<file path="src/rtl/ps2_key_sequencer.sv">
// PS/2 set-2 scan-code sequencer: folds E0/F0 prefixes into make/break events,
// tracks the held key, suppresses typematic repeats and queues events in a show-ahead FIFO.
module ps2_key_sequencer #(
  parameter int FIFO_DEPTH = 8,
  parameter int CNT_W      = 8
) (
  input  logic             clk,
  input  logic             resetn,
  input  logic             in_valid,
  input  logic [7:0]       in_data,
  output logic             out_valid,
  input  logic             out_ready,
  output logic [7:0]       out_code,
  output logic             out_ext,
  output logic             out_break,
  output logic             key_down,
  output logic [7:0]       held_code,
  output logic [CNT_W-1:0] press_count,
  output logic             overflow,
  input  logic             ovf_clr
);

  localparam int AW = (FIFO_DEPTH > 1) ? $clog2(FIFO_DEPTH) : 1;
  localparam int CW = AW + 1;

  typedef enum logic [1:0] {S_IDLE, S_E0, S_F0, S_E0F0} state_t;

  state_t           state_reg, state_next;
  logic             key_down_reg, key_down_next;
  logic             held_ext_reg, held_ext_next;
  logic [7:0]       held_code_reg, held_code_next;
  logic [CNT_W-1:0] press_count_reg, press_count_next;
  logic             ev_valid;
  logic [9:0]       ev_entry;
  logic             is_ext, is_brk, same_key;

  always_comb begin
    state_next       = state_reg;
    key_down_next    = key_down_reg;
    held_ext_next    = held_ext_reg;
    held_code_next   = held_code_reg;
    press_count_next = press_count_reg;
    ev_valid         = 1'b0;
    ev_entry         = '0;
    is_ext   = (state_reg == S_E0) || (state_reg == S_E0F0);
    is_brk   = (state_reg == S_F0) || (state_reg == S_E0F0);
    same_key = key_down_reg && (held_ext_reg == is_ext) && (held_code_reg == in_data);
    if (in_valid) begin
      case (in_data)
        8'hE0:        state_next = is_brk ? S_E0F0 : S_E0;
        8'hF0:        state_next = is_ext ? S_E0F0 : S_F0;
        8'h00, 8'hFF: state_next = S_IDLE;
        default: begin
          state_next = S_IDLE;
          ev_entry   = {is_ext, is_brk, in_data};
          if (is_brk) begin
            ev_valid = 1'b1;
            if (same_key) key_down_next = 1'b0;
          end else if (!same_key) begin
            // A make of the already-held key is typematic repeat and is swallowed.
            ev_valid         = 1'b1;
            key_down_next    = 1'b1;
            held_ext_next    = is_ext;
            held_code_next   = in_data;
            press_count_next = press_count_reg + CNT_W'(1);
          end
        end
      endcase
    end
  end

  always_ff @(posedge clk or negedge resetn) begin
    if (!resetn) begin
      state_reg       <= S_IDLE;
      key_down_reg    <= 1'b0;
      held_ext_reg    <= 1'b0;
      held_code_reg   <= '0;
      press_count_reg <= '0;
    end else begin
      state_reg       <= state_next;
      key_down_reg    <= key_down_next;
      held_ext_reg    <= held_ext_next;
      held_code_reg   <= held_code_next;
      press_count_reg <= press_count_next;
    end
  end

  assign key_down    = key_down_reg;
  assign held_code   = held_code_reg;
  assign press_count = press_count_reg;

  logic [9:0]    mem [FIFO_DEPTH];
  logic [AW-1:0] wr_ptr_reg, rd_ptr_reg;
  logic [CW-1:0] count_reg;
  logic          overflow_reg;
  logic          full, pop, push, drop;
  logic [9:0]    head;

  assign out_valid = (count_reg != '0);
  assign full      = (count_reg == CW'(FIFO_DEPTH));
  assign pop       = out_valid && out_ready;
  assign push      = ev_valid && (!full || pop);
  assign drop      = ev_valid && full && !pop;

  always_ff @(posedge clk) begin
    if (push) mem[wr_ptr_reg] <= ev_entry;
  end

  // Head is masked while empty so the outputs read zero out of reset.
  assign head = mem[rd_ptr_reg];
  assign {out_ext, out_break, out_code} = out_valid ? head : 10'd0;

  always_ff @(posedge clk or negedge resetn) begin
    if (!resetn) begin
      wr_ptr_reg   <= '0;
      rd_ptr_reg   <= '0;
      count_reg    <= '0;
      overflow_reg <= 1'b0;
    end else begin
      if (push) wr_ptr_reg <= wr_ptr_reg + AW'(1);
      if (pop)  rd_ptr_reg <= rd_ptr_reg + AW'(1);
      case ({push, pop})
        2'b10:   count_reg <= count_reg + CW'(1);
        2'b01:   count_reg <= count_reg - CW'(1);
        default: count_reg <= count_reg;
      endcase
      if (drop)         overflow_reg <= 1'b1;
      else if (ovf_clr) overflow_reg <= 1'b0;
    end
  end

  assign overflow = overflow_reg;

endmodule

</file>
<file path="config.mk">
export PLATFORM = sky130hd
export DESIGN_NAME = ps2_key_sequencer
export DESIGN_NICKNAME = d
export VERILOG_FILES = /design/src/rtl/ps2_key_sequencer.sv
export SDC_FILE = /design/constraint.sdc
export NUM_CORES = 1
export LEC_CHECK = 0
export BUFFER_PORTS_ARGS = -buffer_cell sky130_fd_sc_hd__buf_2
export CAP_MARGIN = 25
export CORE_ASPECT_RATIO = 0.8
export CORE_MARGIN = 2
export CORE_UTILIZATION = 54
export CTS_BUF_LIST = sky130_fd_sc_hd__clkbuf_8
export CTS_CLUSTER_SIZE = 30
export DETAILED_ROUTE_END_ITERATION = 6
export GPL_TIMING_DRIVEN = 0
export PLACE_DENSITY = 0.73
export SLEW_MARGIN = 20
export SYNTH_ARGS = -nofsm -noshare
export SYNTH_HDL_FRONTEND = slang
export SYNTH_SLANG_ARGS = --single-unit
</file>
<file path="constraint.sdc">
create_clock -name clk -period 2.9 [get_ports clk]
set_clock_uncertainty 0.2 [all_clocks]
set_input_delay 0.145 -clock clk [delete_from_list [all_inputs] [get_ports clk]]
set_output_delay 0.145 -clock clk [all_outputs]
set_load 0.02 [all_outputs]
</file>
==> key figures <==
Yosys
  • Number of synthesis warnings: 0
  • Asr flop ratio synth: 27.93%
  • Netlist cell types: 41
  • Post-synth EDFFs: 80
  • Syn avg cell area: 16.72 um2
  • Most common cell in the synthesized netlist: edfxtp_1
  • Most common flop cell mapped by yosys: edfxtp_1
  • Post-Syn Area: 0.004731 mm2
  • Yosys top cell area share: 50.78%
  • Mapped Cells: 283
  • Post-synth net total: 302
  • Synth area leader: edfxtp_1
  • Yosys reg bits: 111
  • Sequential area share after synthesis: 67.18%
  • Synth top area cells: edfxtp_1 (51%), dfrtp_1 (16%), mux4_2 (9.5%), xnor2_1 (3.7%), mux2i_1 (2.1%)
  • Post-synth top cells: edfxtp_1 (80), dfrtp_1 (31), mux4_2 (20), xnor2_1 (20), nor2_1 (18)

Place
  • I/O Buffers: 41
  • DP HPWL: 6.169 mm
  • Pre-CTS WS: -0.4117 ns
  • GP Congestion: 0.8074

Critical path
  • CP arrival: 2.68 ns
  • Worst Path Class, Setup: in -> reg
  • Data required, critical path: 2.78 ns
  • Crit path capture type: register
  • Critical path fanouts, max: 7
  • Worst Setup Start Kind: input port

Layout
  • Antenna cells: 0
  • Layout cells sized above 1: 32.69%
  • Synth-to-layout area growth: 17.88%
  • Max reg flops: 80
  • Final core occ: 65.74%
  • Final net count: 375

Detailed routing
  • Routed vias/inst: 5.552
  • Drt wl/cell: 19.23 um
  • Remaining DRCs: 0
  • Vias: 2626
  • Routed WL: 9.097 mm
  • DR iter-0 viols: 164
  • Post-DRT Antenna Nets: 0
  • DRT Pass-1 Iters: 4

Floorplan
  • I/O pins: 42
  • Core Rows: 30
  • Initial core utilization: 55.77%
  • Core Footprint: 0.008483 mm2
  • Die Span X: 108.6 um
  • DIE HEIGHT: 87.72 um
  • Die ar.: 0.009530 mm2

Timing
  • Fin. Hold Viols: 0
  • Final setup vio count: 0
  • Tcrit/Tclk final: 96.56%
  • Tmin final: 2.800 ns
  • Pins Over Slew Limit: 0
  • Setup ws final: 0.09973 ns
  • Setup TNS: 0 ns
  • Worst slew pin tran: 0.9600 ns
  • RSZ-0062 raised after global routing: yes
  • Worst hold margin: 0.07875 ns
  • FMAX: 357.1 MHz
  • Slew headroom: 36.00%

Global routing
  • GRT busiest layer: met1
  • First-pass GRT wire length: 13.96 mm
  • Vias in the first global route: 2545
  • Overflow after GRT: 0
  • GRT Util Overall: 20.44%
  • Met2 Use GR: 29.38%
  • Met1 Usage GRT: 30.82%
  • Grt met3 use: 5.357%
  • Initial antenna violation count: 0
  • Largest net degree at the start of global routing: 32

Hold path
  • Hold Path Class: in -> reg

Clock network
  • Clk buf depth: 2
  • Clock root cell: clkbuf_8
  • H-Tree Depth: 3
  • Skew-Pair Late Insertion Delay: 0.37 ns
  • CTS clk-pin slew, worst paths: 0.09 ns
  • TritonCTS clock tree: done
  • CTS Buf Count: 9
  • Clock sinks: 111

Power
  • Leakage: 2.079 nW
  • Power per cell area: 921.6 mW/mm2
  • Max rail drop VDD: 643.8 uV

Run status
  • Outcome: completed

Run
  • Max-cap viol count: 0
==> critical path: stages <==
cell,delay (ns)
dlygate4sd3_1,0.52
buf_2,0.18
nor4_1,0.07
nor2b_1,0.23
o21ai_4,0.11
nor3_2,0.47
nand2_1,0.25
nor3_2,0.47
buf_6,0.23
==> final cells by class <==
cell class | instances | area [um2]
buffer | 8 | 43.79
timing repair buffer | 62 | 407.9
fill | 623 | 2907
sequential | 111 | 3178
clock inverter | 7 | 111.4
tap | 112 | 140.1
multi-input combinational | 159 | 1553
clock buffer | 9 | 123.9
inverter | 5 | 18.77
==> report_power, final <==
| part | switching (mW) | total, mW | internal [mW] |
|---|---|---|---|
| Combinational | 1.06 | 1.87 | 0.810 |
| Sequential | 0.189 | 2.21 | 2.02 |
| Clock | 0.496 | 1.06 | 0.568 |
| Total | 1.75 | 5.14 | 3.39 |
==> cell usage in the layout, fill, tap and decap left out, types with 2 or more instances in the layout <==
cell	synthesis	final
mux4_2	20	20
nand2b_1	3	3
buf_6	0	4
nand4_1	7	7
dfrtp_1	31	31
o2bb2ai_1	2	2
nor2b_1	2	2
nand3_1	2	2
buf_4	0	5
or4_1	2	2
clkbuf_8	0	9
a21o_1	2	2
and3_1	2	2
ha_1	5	5
mux2_4	3	3
nand2_1	13	13
o21ai_0	3	3
dlygate4sd3_1	0	12
nor3_2	0	2
buf_2	2	43
mux2i_1	10	10
bufinv_16	0	3
nor2_2	0	7
a21oi_1	3	2
clkbuf_1	5	5
xor2_1	3	3
clkinv_1	0	2
edfxtp_1	80	80
o21a_1	2	2
and2_1	11	11
mux2_2	8	8
inv_1	4	4
xnor2_1	20	20
nor2_1	18	11
==> metal layers <==
layer,vias up,share of wire (%)
met5,-,0
met4,0,1.1
met3,10,4.4
met2,57,46
met1,1334,49
li1,1225,-
==> repair_timing <==
action                                  CTS  global route
pin swaps                                 0             1
endpoints found under the setup margin   65            65
gates resized for setup                   6             7
hold buffers                             12             0
endpoints found under the hold margin    45             0
buffers inserted                          0             5
==> stage by stage <==
stage | cells | power [mW] | instance area [um2]
floorplan | 283 | 3.487 | 4731
global placement | 436 | 3.978 | 5076
detailed placement | 440 | 4.064 | 5131
CTS | 468 | 5.147 | 5508
global route | 473 | 5.420 | 5577
finish | 473 | 5.140 | 5577
==> cell families (layout without fill, tap and decap cells) <==
logic type      count (synthesis)  after routing  share of synthesized area, %
mux                            41             41                         14.49
flops                         111            111                         67.18
xor+xnor                       23             23                         4.258
fa+ha+maj                       6              6                         1.746
compound gates                 17             17                         2.856
buf+inv                        13             91                         1.322
simple gates                   72             72                         8.146
==> final timing paths <==
kind,slack [ns],startpoint,end,cells past startpoint
setup / recovery,0.1,in_data[4],mem[1][7],9
hold / removal,0.08,in_data[5],state_reg[0],4
setup reg to reg,0.15,held_code[0],mem[1][7],7
hold reg to reg,0.27,press_count[7],press_count[7],1
max in group asynchronous,1.89,resetn,held_code[4],2
min in group asynchronous,0.15,resetn,overflow,2
(Power assumes the default switching activity.)
